==> src/rtl/fan_pkg.sv <==
// Shared definitions for the fan control path: state encoding,
// common RPM set points and default DAC limits.
package fan_pkg;

    typedef enum logic [1:0] {
        ST_SPINUP = 2'd0,
        ST_TRACK  = 2'd1,
        ST_STALL  = 2'd2
    } fan_state_e;

    localparam logic [15:0] RPM_3000 = 16'd3000;
    localparam logic [15:0] RPM_4000 = 16'd4000;
    localparam logic [15:0] RPM_5000 = 16'd5000;
    localparam logic [15:0] RPM_6000 = 16'd6000;

    localparam int unsigned DAC_MAX_DEF = 255;
    localparam int unsigned DAC_MIN_DEF = 40;

    function automatic logic [15:0] rpm_mag(
        input logic [15:0] a,
        input logic [15:0] b
    );
        return (a >= b) ? a - b : b - a;
    endfunction

endpackage

==> src/rtl/fan_dac_step.sv <==
// Saturating DAC step toward the target: deadband hold, fast/slow
// step size, clamped to [DAC_MIN, DAC_MAX].
module fan_dac_step
    import fan_pkg::*;
#(
    parameter int unsigned DAC_MAX   = DAC_MAX_DEF,
    parameter int unsigned DAC_MIN   = DAC_MIN_DEF,
    parameter int unsigned DEADBAND  = 100,
    parameter int unsigned BIG_ERR   = 1000,
    parameter int unsigned STEP_FAST = 8,
    parameter int unsigned STEP_SLOW = 1
) (
    input  logic [7:0]  dac_i,
    input  logic        neg_i,
    input  logic [15:0] mag_i,
    output logic [7:0]  dac_o,
    output logic        hold_o
);

    logic [8:0] step;
    logic [8:0] up;
    logic [8:0] dn;

    always_comb begin
        hold_o = (mag_i <= 16'(DEADBAND));
        step   = (mag_i > 16'(BIG_ERR)) ? 9'(STEP_FAST) : 9'(STEP_SLOW);
        up     = {1'b0, dac_i} + step;
        // bit 8 of dn flags a borrow past zero
        dn     = {1'b0, dac_i} - step;
        dac_o  = dac_i;
        if (!hold_o) begin
            if (!neg_i) begin
                dac_o = (up > 9'(DAC_MAX)) ? 8'(DAC_MAX) : up[7:0];
            end else begin
                dac_o = (dn[8] || dn < 9'(DAC_MIN)) ? 8'(DAC_MIN) : dn[7:0];
            end
        end
    end

endmodule

==> src/rtl/fan_dac_loop.sv <==
// Closed-loop fan drive: spin-up, RPM tracking, stall recovery and
// a measurement watchdog that falls back to full drive.
module fan_dac_loop
    import fan_pkg::*;
#(
    parameter int unsigned DAC_MAX       = DAC_MAX_DEF,
    parameter int unsigned DAC_MIN       = DAC_MIN_DEF,
    parameter int unsigned DEADBAND      = 100,
    parameter int unsigned BIG_ERR       = 1000,
    parameter int unsigned STEP_FAST     = 8,
    parameter int unsigned STEP_SLOW     = 1,
    parameter int unsigned SPINUP_CYC    = 400000,
    parameter int unsigned STALL_RPM     = 500,
    parameter int unsigned STALL_SAMPLES = 3,
    parameter int unsigned STALL_HOLD    = 800000,
    parameter int unsigned WD_CYC        = 1200000
) (
    input  logic        CLK_400K,
    input  logic        RESET,
    input  logic [15:0] SPEED_RPM,
    input  logic [15:0] FAN_RPM,
    input  logic        RPM_VALID,
    output logic [7:0]  FAN_DAC,
    output logic        AT_SPEED,
    output logic        STALL,
    output logic        WD_FAULT,
    output logic [1:0]  STATE
);

    localparam int unsigned PH_MAX =
        (SPINUP_CYC > STALL_HOLD) ? SPINUP_CYC : STALL_HOLD;
    localparam int PW = $clog2(PH_MAX + 1);
    localparam int WW = $clog2(WD_CYC + 1);
    localparam int SW = $clog2(STALL_SAMPLES + 1);

    fan_state_e    state_q, state_d;
    logic [PW-1:0] ph_q, ph_d;
    logic [WW-1:0] wd_q, wd_d;
    logic [SW-1:0] sc_q, sc_d;
    logic [7:0]    dac_q, dac_d;
    logic          at_q, at_d;
    logic          wdf_q, wdf_d;

    logic [7:0]    dac_step;
    logic          hold;

    fan_dac_step #(
        .DAC_MAX   (DAC_MAX),
        .DAC_MIN   (DAC_MIN),
        .DEADBAND  (DEADBAND),
        .BIG_ERR   (BIG_ERR),
        .STEP_FAST (STEP_FAST),
        .STEP_SLOW (STEP_SLOW)
    ) u_step (
        .dac_i  (dac_q),
        .neg_i  (FAN_RPM > SPEED_RPM),
        .mag_i  (rpm_mag(SPEED_RPM, FAN_RPM)),
        .dac_o  (dac_step),
        .hold_o (hold)
    );

    always_comb begin
        state_d = state_q;
        ph_d    = ph_q;
        wd_d    = wd_q + WW'(1);
        sc_d    = sc_q;
        dac_d   = dac_q;
        at_d    = at_q;
        wdf_d   = wdf_q;
        unique case (state_q)
            ST_SPINUP: begin
                dac_d = 8'(DAC_MAX);
                if (ph_q == PW'(SPINUP_CYC - 1)) begin
                    state_d = ST_TRACK;
                    ph_d    = '0;
                end else begin
                    ph_d = ph_q + PW'(1);
                end
            end
            ST_TRACK: begin
                if (RPM_VALID) begin
                    if (FAN_RPM < 16'(STALL_RPM)) begin
                        if (sc_q != SW'(STALL_SAMPLES))
                            sc_d = sc_q + SW'(1);
                    end else begin
                        sc_d = '0;
                    end
                    // a stall overrides this sample's DAC step
                    if (sc_d == SW'(STALL_SAMPLES)) begin
                        state_d = ST_STALL;
                        ph_d    = '0;
                        dac_d   = 8'(DAC_MAX);
                        at_d    = 1'b0;
                    end else begin
                        dac_d = dac_step;
                        at_d  = hold;
                    end
                end
            end
            ST_STALL: begin
                dac_d = 8'(DAC_MAX);
                at_d  = 1'b0;
                if (ph_q == PW'(STALL_HOLD - 1)) begin
                    state_d = ST_SPINUP;
                    ph_d    = '0;
                    sc_d    = '0;
                end else begin
                    ph_d = ph_q + PW'(1);
                end
            end
            default: begin
                state_d = ST_SPINUP;
                ph_d    = '0;
                dac_d   = 8'(DAC_MAX);
            end
        endcase
        if (RPM_VALID) begin
            wd_d  = '0;
            wdf_d = 1'b0;
        end else if (wd_q == WW'(WD_CYC - 1)) begin
            wd_d    = '0;
            wdf_d   = 1'b1;
            dac_d   = 8'(DAC_MAX);
            state_d = ST_SPINUP;
            ph_d    = '0;
            sc_d    = '0;
            at_d    = 1'b0;
        end
    end

    always_ff @(posedge CLK_400K or posedge RESET) begin
        if (RESET) begin
            state_q <= ST_SPINUP;
            ph_q    <= '0;
            wd_q    <= '0;
            sc_q    <= '0;
            dac_q   <= 8'(DAC_MAX);
            at_q    <= 1'b0;
            wdf_q   <= 1'b0;
        end else begin
            state_q <= state_d;
            ph_q    <= ph_d;
            wd_q    <= wd_d;
            sc_q    <= sc_d;
            dac_q   <= dac_d;
            at_q    <= at_d;
            wdf_q   <= wdf_d;
        end
    end

    assign FAN_DAC  = dac_q;
    assign AT_SPEED = at_q;
    assign WD_FAULT = wdf_q;
    assign STATE    = state_q;
    assign STALL    = (state_q == ST_STALL);

endmodule

==> config.mk <==
export PLATFORM = sky130hd
export DESIGN_NAME = fan_dac_loop
export DESIGN_NICKNAME = d
export VERILOG_FILES = /design/src/rtl/fan_pkg.sv /design/src/rtl/fan_dac_step.sv /design/src/rtl/fan_dac_loop.sv
export SDC_FILE = /design/constraint.sdc
export NUM_CORES = 1
export LEC_CHECK = 0
export CORE_UTILIZATION = 35
export CTS_CLUSTER_DIAMETER = 120
export DETAILED_ROUTE_END_ITERATION = 10
export PLACE_DENSITY_LB_ADDON = 0.25
export SLEW_MARGIN = 0
export SYNTH_ARGS = -nofsm -noshare
export SYNTH_HDL_FRONTEND = slang
export SYNTH_SLANG_ARGS = --single-unit
export TNS_END_PERCENT = 50
==> constraint.sdc <==
create_clock -name CLK_400K -period 6.2 [get_ports CLK_400K]
set_input_delay 0.93 -clock CLK_400K [delete_from_list [all_inputs] [get_ports CLK_400K]]
set_output_delay 0.93 -clock CLK_400K [all_outputs]
set_load 0.02 [all_outputs]
==> impl_metrics.csv <==
group,metric,value,unit
power_and_ir_drop,pwr-share-seq,0.353,
final_layout,layout_commonest_cell,"buf_4",
power_and_ir_drop,power_density,160,nW/um^2
place,dp_hpwl,12200,um
status,status,"complete, no violations",
logic_synthesis,synthTopCellsByArea,"dfrtp_1 (21%), ha_1 (9.7%), a21oi_1 (5.6%)",
final_layout,final_cell_mix,"buf_4 (78), nor2_1 (77), a21oi_1 (61), inv_1 (54), nand2_1 (49)",
clock_network,cts_tree,"done",
clock_network,cts_buffer_depth,2,
logic_synthesis,syn_area,5700,sq um
sta,fin_skew,0.00500,ns
place,numPortBuffers,47,
sta,drv_slew,0,
logic_synthesis,ys_types,83,
critical_path,crit_slowest_cell,"clkdlybuf4s50_1",
critical_path,worstSetupPathType,"in2reg",
critical_path,cp_slowest_stage_delay,0.55,ns
place,place_congestion,0.954,
place,place_area,6790,sq um
detailed_routing,vias,5661,
sta,grt_setup_unrepaired,"no",
clock_network,clk_latency,0.29,ns
sta,hold_viol,0,
power_and_ir_drop,p_clk_frac,0.241,
critical_path,cp-start-kind,"input port",
final_layout,antenna_cells,0,
clock_network,cts-htree-levels,2,
sta,worstMarginPinSlew,1.08,ns
final_layout,final_cell_area,7100,sq um
logic_synthesis,synth_mux_area_frac,0.0132,
logic_synthesis,synth_top_area_frac,0.207,
sta,max_freq,0.168,GHz
clock_network,clk_pin_slew,0.07,ns
logic_synthesis,synth_top_family_by_area,"compound AO/OA/AOI/OAI gates",
clock_network,cts_buffers,5,
detailed_routing,drc,0,
critical_path,end_kind,"flip-flop",
place,post-place-ws,-0.279,ns
clock_network,clock-sinks,55,
power_and_ir_drop,max-vdd-ir-drop,0.110,mV
detailed_routing,dr.pass1.iters,4,
power_and_ir_drop,p_sw,0.394,mW
logic_synthesis,yosysTopAreaCell,"dfrtp_1",
logic_synthesis,synthSimpleGateAreaFrac,0.249,
critical_path,cp_top_family,"simple AND/OR/NAND/NOR gates",
power_and_ir_drop,netSwitchingFraction,0.347,
logic_synthesis,ys.flop_type,"dfrtp_1",
logic_synthesis,syn_inst,722,
global_route,antenna_found_initial,0,
logic_synthesis,synth-seq-cells,55,
detailed_routing,viasPerCell,5.46,
detailed_routing,wirelength,15900,um
floorplan,die_height,130,um
logic_synthesis,syn_area_per_cell,7.89,sq um
logic_synthesis,yosysWarningCount,0,
final_layout,final_layout_size_suffix_gt1_frac,0.178,
logic_synthesis,ys_seq_area_frac,0.243,
power_and_ir_drop,total_leakage_power,3.12,nW
floorplan,placementRows,46,
floorplan,boundaryPins,48,
critical_path,worstPathArrival,6.15,ns
logic_synthesis,synth_edf_count,0,
detailed_routing,drt-initial-drc-count,362,
logic_synthesis,ys_async_sr_fraction,1.00,
floorplan,core,15900,sq um
critical_path,critical_path.max_fanout,9,
floorplan,start_util,0.359,
floorplan,chipWidth,130,um
global_route,overflow,0,
final_layout,fin_nets,901,
global_route,track_usage,0.194,
critical_path,required,6.41,ns
critical_path,crit_top_cell,"buf_4",
sta,setup_viol,0,
job,drv_cap,0,
power_and_ir_drop,power_frac_comb,0.406,
global_route,grt_pass1_vias,5380,
floorplan,die-area,16800,sq um
logic_synthesis,synth_compound_area_frac,0.277,
final_layout,area_delta_synth_final,24.6,%
global_route,grt_pass1_wl,26500,um
sta,finalWorstSetupSlack,0.259,ns
detailed_routing,ant_nets,0,
detailed_routing,detail_route.wl_per_cell,15.3,um
sta,slew_headroom,0.281,
logic_synthesis,syn_nets,803,
critical_path,critPathBufInv,7,
power_and_ir_drop,p_total,1.13,mW
global_route,grt_max_degree,56,
clock_network,cts-root-buf,"clkbuf_16",
min_path,worst_hold_path_type,"reg2reg",
power_and_ir_drop,cellInternalPower,0.740,mW
sta,holdWs,0.522,ns
logic_synthesis,synthXorXnorAreaFrac,0.0387,
sta,min_period_over_period,0.958,
logic_synthesis,synth_adder_area_share,0.105,
sta,finalCriticalPeriod,5.94,ns
clock_network,ctsHoldBuffers,0,
final cells by class:
type	instances	area, sq um
fill	1575	8790
inverter	55	206
sequential	55	1390
clock buffer	8	136
multi-input combinational	577	4040
tap	216	270
timing repair buffer	126	1060
logic make-up (layout without fill, tap and decap cells):
kind of cell,count (synthesis),in the layout
buffers and inverters,90,189
adder cells (fa/ha/maj),47,47
multiplexers,5,5
AO/OA/AOI/OAI,232,232
flip-flops,55,55
AND/OR/NAND/NOR,270,270
XOR/XNOR,23,23
tightest hold or removal path, stage by stage (launching register included):
cell and delay, ns:
dfrtp_1 0.38, inv_1 0.05, a21oi_1 0.05
power groups by stage:
stage / logic (mW) / clock network [mW] / registers, mW
global route: 0.507 / 0.296 / 0.404
detailed placement: 0.430 / 0 / 0.407
finish: 0.460 / 0.273 / 0.401
floorplan: 0.281 / 0 / 0.402
CTS: 0.433 / 0.284 / 0.400
global placement: 0.423 / 0 / 0.405
state kept, by name, indices dropped and copies added (netlist names):
signal / count
wd_q: 21
ph_q: 20
FAN_DAC: 8
STATE: 2
sc_q: 2
AT_SPEED: 1
WD_FAULT: 1
cell usage after synthesis, types with 5 or more instances:
cell and instances:
nand2b_1 8, nand4_1 9, o31ai_1 9, o211ai_1 7, and3_1 20, buf_6 6
and2_1 8, o21a_1 9, buf_2 11, o22ai_1 6, o221ai_1 5, ha_1 44
nor3b_1 9, dfrtp_1 47, xor2_1 15, dfstp_2 8, nor2_1 78, inv_1 55
a21o_1 11, or3_1 14, nand3_1 28, nand2_1 49, a22oi_1 7, o21ai_0 46
clkbuf_1 13, xnor2_1 7, nor3_1 13, nor4_1 6, a31oi_1 12, a21oi_1 64
o2111ai_1 9, a211oi_1 5
routing by layer:
layer | GRT usage | vias to the layer above | wire, um
met2 | 0.319 | 128 | 7200
met5 | 0 | - | 0
met3 | 0.0235 | 8 | 604
met4 | 0.0260 | 0 | 67
li1 | - | 2831 | -
met1 | 0.276 | 2694 | 8010
stage by stage:
| step | cells | setup TNS (ns) | util |
|---|---|---|---|
| global placement | 1025 | -0.239 | 0.428 |
| detailed placement | 1025 | -0.724 | 0.428 |
| finish | 1037 | 0 | 0.447 |
| CTS | 1033 | 0 | 0.436 |
| global route | 1037 | 0 | 0.447 |
| floorplan | 722 | 0 | - |
path summary, 6_finish.rpt:
check / startpoint / end / slack [ns] / depth (start not counted)
max: SPEED_RPM[1] / FAN_DAC[5] / 0.26 / 26
min: WD_FAULT / WD_FAULT / 0.52 / 2
max reg2reg: wd_q[0] / FAN_DAC[4] / 3.17 / 9
min reg2reg: WD_FAULT / WD_FAULT / 0.52 / 2
max in group asynchronous: RESET / ph_q[18] / 4.58 / 3
min in group asynchronous: RESET / wd_q[17] / 1.16 / 3
timing repair:
item	CTS	global route
buffers inserted	0	4
endpoints found under the setup margin	0	7
resized for setup	0	32
endpoints found under the hold margin	0	0
No activity file was read; power rests on OpenSTA's default activity.
